--- src/rtl/mem_stage.sv ---
// mem_stage: memory-access pipeline stage with req/ack data-memory handshake and timeout fault.
// Optional performance counters enabled by defining MEM_PERF_CNT_EN.
module mem_stage #(
   parameter int ADDR_W  = 16,
   parameter int TIMEOUT = 255
) (
   input  logic              clk,
   input  logic              reset,
   input  logic              ex_valid,
   input  logic [31:0]       ex_result,
   input  logic [2:0]        ex_flag,
   input  logic [31:0]       ex_next_pc,
   input  logic [31:0]       ex_store_data,
   input  logic [4:0]        ex_rd,
   input  logic              mem_read,
   input  logic              mem_write,
   output logic              stall,
   output logic              dmem_req,
   output logic              dmem_we,
   output logic [ADDR_W-1:0] dmem_addr,
   output logic [31:0]       dmem_wdata,
   input  logic [31:0]       dmem_rdata,
   input  logic              dmem_ack,
   output logic              wb_valid,
   output logic [31:0]       wb_data,
   output logic [4:0]        wb_rd,
   output logic [2:0]        wb_flag,
   output logic [31:0]       wb_next_pc,
   output logic              mem_fault
`ifdef MEM_PERF_CNT_EN
   ,
   output logic [31:0]       perf_loads,
   output logic [31:0]       perf_stores,
   output logic [31:0]       perf_stall_cycles
`endif
);
   typedef enum logic [1:0] {IDLE, ACCESS, DONE} state_t;
   state_t state, state_d;
   logic [31:0] res_q, pc_q, sd_q, data_q, data_d;
   logic [2:0]  flag_q;
   logic [4:0]  rd_q;
   logic        we_q, fault_q, fault_d;
   logic [7:0]  cnt, cnt_d;
   always_comb begin
      state_d = state;
      data_d  = data_q;
      fault_d = fault_q;
      cnt_d   = cnt;
      case (state)
         IDLE: if (ex_valid) begin
            state_d = (mem_read ^ mem_write) ? ACCESS : DONE;
            data_d  = (mem_read | mem_write) ? 32'h0 : ex_result;
            fault_d = mem_read & mem_write;
            cnt_d   = 8'h0;
         end
         ACCESS: begin
            cnt_d = cnt + 8'h1;
            // an ack in the timeout cycle still wins
            if (dmem_ack) begin
               state_d = DONE;
               data_d  = we_q ? res_q : dmem_rdata;
               fault_d = 1'b0;
            end else if (cnt == 8'(TIMEOUT - 1)) begin
               state_d = DONE;
               data_d  = 32'h0;
               fault_d = 1'b1;
            end
         end
         DONE: begin
            state_d = IDLE;
            cnt_d   = 8'h0;
         end
         default: state_d = IDLE;
      endcase
   end
   always_ff @(posedge clk or negedge reset) begin
      if (!reset) begin
         state   <= IDLE;
         res_q   <= '0;
         pc_q    <= '0;
         sd_q    <= '0;
         flag_q  <= '0;
         rd_q    <= '0;
         we_q    <= 1'b0;
         data_q  <= '0;
         fault_q <= 1'b0;
         cnt     <= '0;
      end else begin
         state   <= state_d;
         data_q  <= data_d;
         fault_q <= fault_d;
         cnt     <= cnt_d;
         if (state == IDLE && ex_valid) begin
            res_q  <= ex_result;
            pc_q   <= ex_next_pc;
            sd_q   <= ex_store_data;
            flag_q <= ex_flag;
            rd_q   <= ex_rd;
            we_q   <= mem_write;
         end
      end
   end
   assign stall      = state != IDLE;
   assign dmem_req   = state == ACCESS;
   assign dmem_we    = dmem_req & we_q;
   assign dmem_addr  = res_q[ADDR_W-1:0];
   assign dmem_wdata = sd_q;
   assign wb_valid   = state == DONE;
   assign wb_data    = data_q;
   assign wb_rd      = rd_q;
   assign wb_flag    = flag_q;
   assign wb_next_pc = pc_q;
   assign mem_fault  = wb_valid & fault_q;
`ifdef MEM_PERF_CNT_EN
   logic done_ok;
   assign done_ok = dmem_req & dmem_ack;
   always_ff @(posedge clk or negedge reset) begin
      if (!reset) begin
         perf_loads        <= '0;
         perf_stores       <= '0;
         perf_stall_cycles <= '0;
      end else begin
         perf_loads        <= perf_loads + 32'(done_ok && !we_q && perf_loads != '1);
         perf_stores       <= perf_stores + 32'(done_ok && we_q && perf_stores != '1);
         perf_stall_cycles <= perf_stall_cycles + 32'(stall && perf_stall_cycles != '1);
      end
   end
`endif
endmodule

--- config.mk ---
export PLATFORM = sky130hd
export DESIGN_NAME = mem_stage
export DESIGN_NICKNAME = d
export VERILOG_FILES = /design/src/rtl/mem_stage.sv
export SDC_FILE = /design/constraint.sdc
export NUM_CORES = 1
export LEC_CHECK = 0
export CELL_PAD_IN_SITES_DETAIL_PLACEMENT = 1
export CELL_PAD_IN_SITES_GLOBAL_PLACEMENT = 2
export CORE_MARGIN = 2
export CORE_UTILIZATION = 30
export CTS_CLUSTER_SIZE = 20
export DETAILED_ROUTE_END_ITERATION = 8
export GPL_TIMING_DRIVEN = 1
export HOLD_SLACK_MARGIN = 0.03
export PLACE_DENSITY_LB_ADDON = 0.1
export SLEW_MARGIN = 10
export SYNTH_ARGS = -nofsm -noshare
export SYNTH_HDL_FRONTEND = slang
export SYNTH_SLANG_ARGS = --single-unit
--- constraint.sdc ---
create_clock -name clk -period 3.8 [get_ports clk]
set_input_delay 0.57 -clock clk [delete_from_list [all_inputs] [get_ports clk]]
set_output_delay 0.57 -clock clk [all_outputs]
set_load 0.02 [all_outputs]
* Yosys cells after proc, flatten, opt, wreduce, memory -nomap -nowiden *
Cells that the tools add are included.

word-level totals
  register bits = 148
  input port bits = 142
  output and inout bits = 125
  word-level logic and storage cells = 46

operators by class
  add/sub/neg operators = 1
  eq/ne operators = 5
  muxes and demuxes = 17
  bitwise logic cells = 5
  reductions and logical operators = 8

operator list
  operator               count
  $mux W32               5
  $pmux W32 S2           1
  $pmux W8 S3            1
  $add A8 B1 Y8 const B  1
  $eq A8 B8 Y1 const B   1
  $mux W2                4
  $mux W8                1
  $pmux W2 S2            1
  $reduce_and A2 Y1      2
  $reduce_bool A2 Y1     2
  $and A1 B1 Y1          3
  $mux W1                3
  $ne A3 B1 Y1 const B   1
  $reduce_and A3 Y1      1
  $reduce_bool A3 Y1     1
  $eq A2 B1 Y1 const B   1
  $eq A2 B2 Y1 const B   1
  $logic_not A2 Y1       1
  $ne A2 B2 Y1 const B   1
  $pmux W1 S2            1
  $logic_and A1 B1 Y1    1
  $or A1 B1 Y1           1
  $xor A1 B1 Y1          1

* Longest topological paths before layout *
  depth after elaboration = 4
  mapped depth = 8
  depth with buffers taken out = 5

* Worst setup path before layout *
Ideal clock, no wire load.

  path kind = reg-to-output
  start = register state[0]
  end = output port dmem_we
  arrival = 1.345 ns
  required time = 3.230 ns
  slack = 1.885 ns
  cell stages (with the launch flop) = 6
  buffers on the path = 2
  cell sequence = dfrtp_1 > buf_2 > nand2b_1 > buf_2 > clkinv_1 > and2_1

on the way
  word-level cells in the longest chain between the ends = 2

ends and longest elaborated chain
  item                      RTL line  RTL
  start: declaration        38        state_t state, state_d;
  start signal: assignment  89        state <= state_d;
  $eq A2 B1 Y1              104       assign dmem_req = state == ACCESS;
  net dmem_req              18        output logic dmem_req,
  $and A1 B1 Y1             105       assign dmem_we = dmem_req & we_q;
  end: declaration          19        output logic dmem_we,

The timed path passes the listed nets, and every way through them passes these cells.

* Worst setup path in the final report *
  start = register state[0]
  end = output port dmem_we

on the way
  word-level cells in the longest chain between the ends = 2

ends and longest elaborated chain
  item           RTL line
  $eq A2 B1 Y1   104
  $and A1 B1 Y1  105

Every way passes these cells.

==> qor.csv <==
stage;metric;value;unit
worst_setup_path;critical path class;flip-flop to output pin;
die;core area;21150;um^2
clock_tree;Worst-Skew Late Latency;410;ps
power;Peak VDD IR;0.3660;mV
timing;RSZ-0062 raised after global routing;false;
logic_synthesis;FFs w/ async S/R, synth;100.0;%
cells_and_area;Layout Nets;848;
worst_setup_path;reg-to-reg endpoint;wb_next_pc[19];
global_routing;first-pass GRT wire length;29750;um
detailed_routing;Antenna Nets Post-Route;0;
timing;final hold violations;0;
worst_setup_path;startpoint types;flip-flop;
clock_tree;clk buf depth;2;
timing;post-route setup slack;871.2;ps
cells_and_area;Antenna Cells;0;
cells_and_area;Final Non-Filler Cells;989;
global_routing;Tot GR Track Use;17.26;%
timing;total negative slack;0;ps
clock_tree;CTS tree;built;
global_routing;vias in the first global route;5415;
power;Power, Total;8715;uW
min_path;Worst Hold Class;input port to async pin;
clock_tree;post_cts resized;0;
die;Horiz. Die Dim;151.2;um
worst_setup_path;Reg2Reg Depth;4;
logic_synthesis;sequential fraction of the synthesis area;56.98;%
detailed_routing;via count;4683;
global_routing;initial antenna violation count;0;
logic_synthesis;Yosys cell types;32;
timing;fmax;0.3414;GHz
cells_and_area;Fillers;2157;
power;PwrDens;872.2;nW/um^2
logic_synthesis;Net Count, Synth;600;
power;P_leak;0.004163;uW
logic_synthesis;Mapped Cells;454;
clock_tree;Inserted Clock Buffers;17;
outcome;status;finished, final reports clean;
clock_tree;Clock Pin Slew Worst Setup and Hold Paths;70;ps
worst_setup_path;CP Capture Type;output pin;
detailed_routing;drt pass-1 iters;4;
timing;max-slew violations;0;
logic_synthesis;ranking of synthesized cells by area;dfrtp_1 (57%), mux2_2 (23%), mux2i_1 (4.9%);
cells_and_area;Layout area overhead;53.72;%
detailed_routing;highest routed layer;met4;
cells_and_area;most common cell after layout, fill and taps aside;clkdlybuf4s50_1;
clock_tree;hold buffers post-CTS;0;
die;site row count;53;
place;worst slack at placement;1127;ps
timing;Worst-Margin Slew;731.4;ps
worst_setup_path;worst-path fanout max;10;
detailed_routing;wl on met1;7589;um
logic_synthesis;Post-synth EDFFs;0;
cells_and_area;commonest cells after routing, fill and taps aside;clkdlybuf4s50_1 (265), dfrtp_1 (147), mux2_2 (135), mux2i_1 (32), o2bb2ai_1 (32);
global_routing;GRT overflow;0;
logic_synthesis;largest area contributor in the netlist;dfrtp_1;
detailed_routing;Vias/cell;4.735;
logic_synthesis;ys flop type;dfrtp_1;
clock_tree;Post-CTS Repair Setup Buffers;0;
cells_and_area;layout cells sized above 1;25.35;%
flow_run;Max-Cap Viols;0;
place;port bufs;266;
detailed_routing;Routed WL;19250;um
logic_synthesis;flops & latches, synth;148;
worst_setup_path;CP arrival;2360;ps
die;Die H;151.2;um
detailed_routing;Post-route DRC;0;
logic_synthesis;Avg Cell Area, Syn;14.32;um^2
global_routing;largest net degree at the start of global routing;78;
timing;post-layout min period;2929;ps
die;number of top-level pins;267;
logic_synthesis;cell area after synthesis;6500;um^2
worst_setup_path;CP required;3230;ps
logic_synthesis;number of warnings issued by yosys;0;
timing;final setup fails;0;
clock_tree;CTS root buffer;clkbuf_16;
place;HPWL after DPL;13680;um
detailed_routing;Detailed Route Iter0 Violations;86;
timing;period utilisation layout;77.07;%
timing;Worst Skew;10.53;ps
die;Starting Density;30.73;%
logic_synthesis;share of the synthesized area in the top cell type;56.98;%
clock_tree;number of H-tree levels;4;
detailed_routing;Routed met3 length;1755;um
worst_setup_path;Worst R2R Setup Slack;1520;ps
die;die area;22860;um^2
timing;relative slew slack;51.24;%
place;GP Congestion;0.7383;
place;placed cell count;958;
detailed_routing;DR WL/cell;19.46;um
clock_tree;TritonCTS Sinks;148;
detailed_routing;met2 WL;9707;um
worst_setup_path;Reg-to-Reg Start;state[0];
[stage by stage]
stage,util (%),instance area (um^2),hold WS (ps)
floorplan,-,6500,274.4
global placement,44.02,9313,473.7
detailed placement,44.02,9313,483.0
CTS,47.23,9992,207.5
global route,47.23,9992,214.8
finish,47.23,9992,170.2
[synth_stat cells (4+ instances only)]
master       n
nor2_1       5
inv_1        5
buf_4       16
mux2i_1     32
buf_2       16
ha_1         4
o2bb2ai_1   32
dfrtp_1    148
o21ai_0     15
nand2_1      7
and2_1       4
mux2_2     135
clkbuf_1     8
[routing by layer]
metal / up-vias / global-route usage [%]
met4: 0 / 4.112
met5: - / 0
met1: 2379 / 19.81
li1: 2123 / -
met2: 171 / 29.64
met3: 10 / 7.530
[flip-flops by register name, summed over array words and instances, names as in the netlist]
name        flops
dmem_wdata     32
wb_next_pc     32
fault_q         1
wb_data        32
cnt             8
wb_rd           5
we_q            1
state           2
res_q          32
wb_flag         3
[final cells by class]
cell class / count / area (um^2) / area share (%)
sequential: 148 / 3705 / 37.08
timing repair buffer: 274 / 2736 / 27.39
multi-input combinational: 255 / 2505 / 25.07
clock buffer: 19 / 452.9 / 4.533
tap: 275 / 344.1 / 3.444
clock inverter: 12 / 226.5 / 2.266
inverter: 6 / 22.52 / 0.2254
[worst max-delay path: stages, from the launching register on]
cell and delay, ps:
dfrtp_1 480, nand2b_1 330, clkinv_1 340, and2_1 260, clkdlybuf4s50_1 540
[power by group]
part / leakage [uW] / switching [uW] / internal (uW)
combinational: 0.00204 / 1900 / 2120
sequential: 0.00180 / 436 / 2320
clock: 0.000326 / 664 / 1270
total: 0.00416 / 3000 / 5710
[logic make-up after synthesis]
logic type | after synthesis | synth area share, %
AO/OA/AOI/OAI | 56 | 6.718
flip-flops | 148 | 56.98
buffers and inverters | 51 | 4.524
multiplexers | 169 | 28.66
adder cells (fa/ha/maj) | 4 | 0.7700
AND/OR/NAND/NOR | 26 | 2.348
[worst max path at each step]
stage | from | end | slack (ps)
4_1_cts | state[0] | dmem_we | 840
3_3_place_gp | ex_valid | dmem_wdata[10] | 1160
6_report | state[0] | dmem_we | 870
3_5_place_dp | ex_valid | dmem_wdata[20] | 1130
5_1_grt | state[1] | dmem_we | 690
2_1_floorplan | state[0] | dmem_we | 1880
(Power assumes the default switching activity.)
